**src/rtl/rv_pkg.sv**
```systemverilog
//------------------------------------------------------------------------------
// rv_pkg : shared types and helpers for the rv_pipeline skid-buffer chain
// Revision: 1.0
//------------------------------------------------------------------------------
`default_nettype none

package rv_pkg;

    typedef enum logic [1:0] {
        EMPTY = 2'd0,
        BUSY  = 2'd1,
        FULL  = 2'd2
    } stage_state_t;

    // Width of a counter that spans 0..2*depth words.
    function automatic int occ_width(input int depth);
        return $clog2(2 * depth + 1);
    endfunction

endpackage

`default_nettype wire

```
**src/rtl/rv_stage.sv**
```systemverilog
//------------------------------------------------------------------------------
// rv_stage : one ready/valid skid stage, all outputs decoded from registers
// Revision: 1.0
//------------------------------------------------------------------------------
`default_nettype none

module rv_stage
    import rv_pkg::*;
#(
    parameter int WIDTH = 16
) (
    input  logic             clk,
    input  logic             rst_n,
    input  logic [WIDTH-1:0] in_data,
    input  logic             in_valid,
    output logic             in_ready,
    output logic [WIDTH-1:0] out_data,
    output logic             out_valid,
    input  logic             out_ready
);

    stage_state_t     r_state;
    stage_state_t     w_state_nxt;
    logic [WIDTH-1:0] r_main;
    logic [WIDTH-1:0] r_skid;
    logic             w_in_fire;
    logic             w_out_fire;
    logic             w_load_main;
    logic             w_load_skid;
    logic             w_main_from_skid;

    assign in_ready   = (r_state != FULL);
    assign out_valid  = (r_state != EMPTY);
    assign out_data   = r_main;
    assign w_in_fire  = in_valid && (r_state != FULL);
    assign w_out_fire = out_ready && (r_state != EMPTY);

    always_ff @(posedge clk or negedge rst_n) begin
        if (!rst_n) begin
            r_state <= EMPTY;
        end else begin
            r_state <= w_state_nxt;
        end
    end

    always_comb begin
        w_state_nxt      = r_state;
        w_load_main      = 1'b0;
        w_load_skid      = 1'b0;
        w_main_from_skid = 1'b0;
        case (r_state)
            EMPTY: begin
                if (w_in_fire) begin
                    w_state_nxt = BUSY;
                    w_load_main = 1'b1;
                end
            end
            BUSY: begin
                case ({w_in_fire, w_out_fire})
                    2'b10: begin
                        w_state_nxt = FULL;
                        w_load_skid = 1'b1;
                    end
                    2'b01:   w_state_nxt = EMPTY;
                    2'b11:   w_load_main = 1'b1;
                    default: w_state_nxt = BUSY;
                endcase
            end
            FULL: begin
                if (w_out_fire) begin
                    w_state_nxt      = BUSY;
                    w_main_from_skid = 1'b1;
                end
            end
            default: w_state_nxt = EMPTY;
        endcase
    end

    always_ff @(posedge clk or negedge rst_n) begin
        if (!rst_n) begin
            r_main <= '0;
            r_skid <= '0;
        end else begin
            if (w_load_main) begin
                r_main <= in_data;
            end else if (w_main_from_skid) begin
                r_main <= r_skid;
            end
            if (w_load_skid) begin
                r_skid <= in_data;
            end
        end
    end

endmodule

`default_nettype wire

```
**src/rtl/rv_pipeline.sv**
```systemverilog
//------------------------------------------------------------------------------
// rv_pipeline : DEPTH-stage registered ready/valid pipeline (timing breaker)
// Optional stats ports (occupancy, xfer_count) under RV_PIPELINE_STATS_EN.
// Revision: 1.0
//------------------------------------------------------------------------------
`default_nettype none

module rv_pipeline
    import rv_pkg::*;
#(
    parameter int WIDTH = 16,
    parameter int DEPTH = 2
) (
    input  logic                        clk,
    input  logic                        rst_n,
    input  logic [WIDTH-1:0]            us_data,
    input  logic                        us_valid,
    output logic                        us_ready,
    output logic [WIDTH-1:0]            ds_data,
    output logic                        ds_valid,
    input  logic                        ds_ready
`ifdef RV_PIPELINE_STATS_EN
    ,
    output logic [occ_width(DEPTH)-1:0] occupancy,
    output logic [31:0]                 xfer_count
`endif
);

    if (DEPTH < 1) begin : g_bad_depth
        $error("rv_pipeline: DEPTH must be at least 1");
    end

    // Index k is the link feeding stage k; index DEPTH is the downstream port.
    logic [WIDTH-1:0] w_data  [0:DEPTH];
    logic             w_valid [0:DEPTH];
    logic             w_ready [0:DEPTH];

    assign w_data[0]      = us_data;
    assign w_valid[0]     = us_valid;
    assign us_ready       = w_ready[0];
    assign ds_data        = w_data[DEPTH];
    assign ds_valid       = w_valid[DEPTH];
    assign w_ready[DEPTH] = ds_ready;

    for (genvar k = 0; k < DEPTH; k++) begin : g_stage
        rv_stage #(
            .WIDTH(WIDTH)
        ) u_stage (
            .clk      (clk),
            .rst_n    (rst_n),
            .in_data  (w_data[k]),
            .in_valid (w_valid[k]),
            .in_ready (w_ready[k]),
            .out_data (w_data[k+1]),
            .out_valid(w_valid[k+1]),
            .out_ready(w_ready[k+1])
        );
    end

`ifdef RV_PIPELINE_STATS_EN
    localparam int c_OCC_W = occ_width(DEPTH);

    logic               w_us_fire;
    logic               w_ds_fire;
    logic [c_OCC_W-1:0] r_occupancy;
    logic [31:0]        r_xfer_count;

    assign w_us_fire  = us_valid && us_ready;
    assign w_ds_fire  = ds_valid && ds_ready;
    assign occupancy  = r_occupancy;
    assign xfer_count = r_xfer_count;

    always_ff @(posedge clk or negedge rst_n) begin
        if (!rst_n) begin
            r_occupancy  <= '0;
            r_xfer_count <= '0;
        end else begin
            case ({w_us_fire, w_ds_fire})
                2'b10:   r_occupancy <= r_occupancy + c_OCC_W'(1);
                2'b01:   r_occupancy <= r_occupancy - c_OCC_W'(1);
                default: r_occupancy <= r_occupancy;
            endcase
            if (w_ds_fire) begin
                r_xfer_count <= r_xfer_count + 32'd1;
            end
        end
    end
`endif

endmodule

`default_nettype wire

```
**config.mk**
```make
export PLATFORM = sky130hd
export DESIGN_NAME = rv_pipeline
export DESIGN_NICKNAME = d
export VERILOG_FILES = /design/src/rtl/rv_pkg.sv /design/src/rtl/rv_stage.sv /design/src/rtl/rv_pipeline.sv
export SDC_FILE = /design/constraint.sdc
export NUM_CORES = 1
export LEC_CHECK = 0
export CAP_MARGIN = 20
export CORE_UTILIZATION = 50
export CTS_CLUSTER_SIZE = 25
export DETAILED_ROUTE_END_ITERATION = 8
export PLACE_DENSITY = 0.73
export SLEW_MARGIN = 0
export SYNTH_ARGS = -nofsm -noshare
export SYNTH_HDL_FRONTEND = slang
export SYNTH_SLANG_ARGS = --single-unit
```
**constraint.sdc**
```tcl
create_clock -name clk -period 1.8 [get_ports clk]
set_clock_uncertainty 0.05 [all_clocks]
set_input_delay 0.36 -clock clk [delete_from_list [all_inputs] [get_ports clk]]
set_output_delay 0.36 -clock clk [all_outputs]
set_load 0.005 [all_outputs]
```
Yosys cells after proc, flatten, opt, wreduce, memory -nomap -nowiden
Cells that the tools add are included.

cells by class
  $add $sub $neg = 0
  $mul = 0
  divide/modulo/power cells = 0
  $lt $le $gt $ge = 0
  equality and inequality tests = 18
  shifts and indexed selects = 0
  mux-type cells = 24
  bitwise gates (word level) = 0
  reduce and logical (&&, ||, !) cells = 11

operators by type and width
  operator                                       number
  2-to-1 mux 16 bit                              4
  one-hot mux 2 bit (3 select lines)             4
  == test 2 bit, second input constant           6
  2-to-1 mux 1 bit                               11
  != test 2 bit, second input constant           5
  == test 2 x 1 -> 1 bit, second input constant  4
  nonzero test 2 bit                             4
  2-to-1 mux 2 bit                               3
  != test 2 x 1 -> 1 bit, second input constant  3
  AND reduction 3 bit                            2
  zero test 2 bit                                2
  one-hot mux 1 bit (2 select lines)             2
  logical AND 1 bit                              3

storage, ports and cells
  register bits = 68
  latch bits = 0
  memory bits (writable) = 0
  memory bits (read-only) = 0
  bits of input ports = 20
  output and inout bits = 18
  memories = 0

Depth between registers and ports, before layout
  depth in word-level cells = 6
  gate-level depth with buffers = 7
  depth with buffers taken out = 4

Modules after synthesis
Synthesis repeated with hierarchy kept, for this count alone.

second synthesis, totals
  cell total of the unflattened synthesis = 286
  area, all modules = 3203.1 um^2

modules (own cells, without submodules)
  module    instances  cells each  area each (um^2)
  rv_stage  2          143         1601.5

Worst setup path after synthesis
Ideal clock, no wire load.

  kind = register to register
  start = reg g_stage[1].u_stage.r_state[1]
  end = reg g_stage[0].u_stage.r_skid[10]
  library setup time = 0.125 ns
  data arrival time = 1.469 ns
  required time = 1.625 ns
  setup slack = 0.156 ns
  cell stages (with the launch flop) = 8
  buffers on the path = 4
  period minus slack after synthesis = 1.644 ns
  cells stage by stage = dfrtp_1 -> buf_4 -> and3b_1 -> buf_6 -> and2_4 -> buf_6 -> buf_6 -> mux2_4

on the way
  longest elaborated chain between the ends = 5

RTL lines
  item                    RTL line        source
  from (decl)             rv_stage.sv:22  stage_state_t r_state;
  from (signal assigned)  rv_stage.sv:42  r_state <= w_state_nxt;
  != test 2 bit           rv_stage.sv:32  assign in_ready = (r_state != FULL);
  logical AND 1 bit       rv_stage.sv:36  assign w_out_fire = out_ready && (r_state != EMPTY);
  == test 2 bit           rv_stage.sv:59  case ({w_in_fire, w_out_fire})
  2-to-1 mux 1 bit        rv_stage.sv:59
  2-to-1 mux 1 bit        rv_stage.sv:51  case (r_state)
  to (signal assigned)    rv_stage.sv:90  r_skid <= in_data;
  to (decl)               rv_stage.sv:25  logic [WIDTH-1:0] r_skid;

No other way between the ends.
A chain may end at the register's enable or synchronous reset.

Worst setup path after layout
  start = reg g_stage[1].u_stage.r_state[0]
  end = reg g_stage[1].u_stage.r_main[1]

on the way
  longest elaborated chain between the ends = 6
  elaborated cells on any way between the ends = 15
  those cells by class = eq/ne (4); mux (6); reduce/logical (5)

RTL lines
  item                                                            RTL line                        source
  != test 2 bit / nonzero test 2 bit (equally long branches)      rv_stage.sv:35, rv_stage.sv:36
  logical AND 1 bit (on tied branches)                            rv_stage.sv:35, rv_stage.sv:36
  == test 2 bit                                                   rv_stage.sv:59
  2-to-1 mux 1 bit                                                rv_stage.sv:59
  one-hot mux 1 bit (2 select lines)                              rv_stage.sv:51
  2-to-1 mux 16 bit / nonzero test 2 bit (equally long branches)  -
  to (signal assigned)                                            rv_stage.sv:85                  r_main <= in_data;
  to (signal assigned)                                            rv_stage.sv:87                  r_main <= r_skid;
  to (decl)                                                       rv_stage.sv:24                  logic [WIDTH-1:0] r_main;

Parallel ways exist; a longest one is shown, timed or not.

==> reports/qor.csv <==
stage,metric,value,unit
worst_setup_path,CP Launch Type,register,
synth,Synth cell types,29,
global_routing,initial antenna violation count,0,
synth,Syn. warnings,0,
clock_network,Num CTS Buffers,9,
pwr,clock power share,23.2,%
routing,Initial DRC Count,178,
clock_network,CTS tree,yes,
pwr,Logic pwr share,35.7,%
place,Setup WS pre-CTS,-0.255,ns
global_routing,grt total ovfl,0,
worst_hold_path,HP Class,in2reg,
job,Max-cap violations,0,
worst_setup_path,Setup crit end kind,register,
synth,Mapped Avg Cell Area,12.9,µm²
pwr,Power Total,6.28,mW
worst_setup_path,crit path DAT,1.92,ns
clock_network,Worst-path clk slew,0.07,ns
sta,Final period util,97.3,%
clock_network,Sink Count,68,
sta,setup_tns,0,ns
die,IO Pins,38,
pwr,Max rail drop VDD,0.802,mV
finish,fin util,66.0,%
worst_setup_path,Critical Path Most Common Cell,buf_4,
routing,1st-pass router iterations,4,
synth,post-synth net total,259,
synth,Synth Register Bits,68,
place,Port Buf Inserts,37,
sta,normalized max-slew margin,64.7,%
routing,WL per Instance,17.3,µm
sta,final hold slack,0.387,ns
place,Inst Count DP,346,
worst_setup_path,"Max FO, Critical Path",9,
global_routing,GRT Util Overall,21.5,%
finish,layout cell share with drive strength beyond 1,31.0,%
pwr,Psw,1.78,mW
pwr,power density cells,1600,nW/µm²
global_routing,first-pass GRT wire length,10200,µm
pwr,Switching Share,28.4,%
pwr,Flop pwr share,41.1,%
sta,"Setup violations, final",0,
sta,Setup WS post-layout,0.0485,ns
die,Die H,80.6,µm
finish,FILL cells,448,
place,GP Congestion,0.800,
sta,Period minus WS final,1.75,ns
worst_setup_path,CP max stage delay,0.40,ns
synth,register area share after synthesis,55.1,%
pwr,Pleak,1.62,nW
global_routing,largest net degree at the start of global routing,69,
worst_setup_path,family with the most delay on the worst path,multiplexers,
worst_setup_path,Reg2Reg Setup Slack,0.05,ns
global_routing,vias in the first global route,2019,
place,hpwl dp,3970,µm
routing,vias,2152,
finish,Final nets,312,
worst_setup_path,WP data required,1.97,ns
die,die width,80.6,µm
pwr,internal cell power,4.50,mW
clock_network,worst skew pair latency,0.34,ns
die,Core ar.,5960,µm²
finish,Antenna Diode Count,0,
finish,Finished Cell Area,3930,µm²
worst_setup_path,critical path class,reg2reg,
worst_setup_path,slowest cell on the critical path,dfrtp_2,
routing,drt drc,0,
die,starting density of the core,51.8,%
routing,post-DR vias/cell,5.78,
clock_network,CTS Root Cell,clkbuf_8,
die,Site Rows,28,
clock_network,htree depth,3,
sta,RSZ-0062 raised after global routing,no,
sta,Worst Max-Slew Pin Slew,0.528,ns
sta,"Hold Vio Cnt, Final",0,
worst_setup_path,WP buf/inv,2,
finish,Area Growth Syn to Fin,27.4,%
worst_setup_path,critical path cell sequence,"buf_4, buf_4, nand3b_4, mux2_1, mux2_2",
clock_network,Max clock buf depth,2,
routing,Antenna Nets Post-Route,0,
synth,Syn Std Cell Area,3090,µm²
die,Die ar.,6490,µm²
outcome,status,completed,
place,Area after DPL,3580,µm²
finish,"non-filler cells, final",372,
sta,fmax,571,MHz
sta,Slew Limit Fails,0,
routing,total routed wirelength,6440,µm
synth,Mapped Cells,239,
## worst reg2reg max path: cells and delay by family, from the launching register on
kind          cells  cell delay (ns)
simple gates      1             0.25
mux               2             0.64
buf+inv           2             0.30
flops             1             0.40
## cell usage in the layout (no fill, tap or decap), drive strengths merged, types with 4 or more instances in the layout
cell type	netlist	routed
a31oi	16	16
buf	11	21
clkbuf	7	13
clkdlybuf4s50	0	33
dfrtp	68	68
mux2	64	64
nand2b	4	4
nand3	16	16
nor3	17	17
o21ai	17	17
## cell type report
cell class	instances	area, µm²	area share, %
sequential	68	1710	43.4
multi-input combinational	153	1320	33.5
timing repair buffer	58	571	14.5
clock buffer	13	169	4.30
tap	75	93.8	2.39
clock inverter	3	67.6	1.72
inverter	2	7.51	0.191
## path summary, 6_finish.rpt
| path | start | end | cells past startpoint |
|---|---|---|---|
| min reg2reg | g_stage[1].u_stage.r_skid[12] | g_stage[1].u_stage.r_skid[12] | 1 |
| min | ds_ready | g_stage[1].u_stage.r_state[1] | 2 |
| max reg2reg | g_stage[1].u_stage.r_state[0] | g_stage[1].u_stage.out_data[1] | 5 |
| max | g_stage[1].u_stage.r_state[0] | g_stage[1].u_stage.out_data[1] | 5 |
| max in group asynchronous | rst_n | g_stage[0].u_stage.r_state[1] | 3 |
| min in group asynchronous | rst_n | g_stage[0].u_stage.r_skid[15] | 3 |
## registers in the layout, summed over array words and instances (netlist names)
signal,flops
g_stage.u_stage.out_data,32
g_stage.u_stage.r_skid,32
g_stage.u_stage.r_state,4
## power by group through the flow
stage	logic, mW	registers [mW]	clock network (mW)
after floorplan	1.36	2.50	0
after detailed placement	2.09	2.63	0
after global placement	2.03	2.61	0
after global routing	2.44	2.66	1.54
after CTS	2.20	2.58	1.47
final	2.24	2.58	1.46
## logic make-up after synthesis
family	count (synthesis)	share of synthesized area, %
buf+inv	20	3.61
simple gates	47	9.12
compound gates	39	7.33
xor+xnor	1	0.284
flops	68	55.1
mux	64	24.6
## timing repair
item / CTS / global route
buffers inserted: 6 / 1
setup endpoints to repair: 12 / 44
endpoints found under the hold margin: 61 / 0
hold buffers: 1 / 0
gates cloned: 0 / 2
gates resized for setup: 9 / 7
## cells in the mapped netlist (all sizes together)
library cell / number / area share [%]
nor2b: 3 / 0.61
dfrtp: 68 / 55
nor4bb: 1 / 0.32
xnor2: 1 / 0.28
a21oi: 3 / 0.49
a31oi: 16 / 3.2
buf: 11 / 2.5
o21bai: 1 / 0.24
and3b: 1 / 0.28
mux2: 64 / 25
or2: 1 / 0.20
o211ai: 1 / 0.41
inv: 2 / 0.24
nand3: 16 / 2.6
o21ai: 17 / 2.8
clkbuf: 7 / 0.85
and2: 1 / 0.28
nand2b: 4 / 0.81
nor3: 17 / 3.1
nor2: 2 / 0.24
nand3b: 1 / 0.65
o22ai: 1 / 0.20
## per-layer routing
metal  GRT usage (%)  vias to the layer above  routed length [µm]
met5               0                        -                   0
met4            7.50                        0                  81
met3            6.14                        8                 402
met2            31.7                       78                3130
met1            30.3                     1087                2830
li1                -                      979                   -
Power figures use the tool's default switching activity.
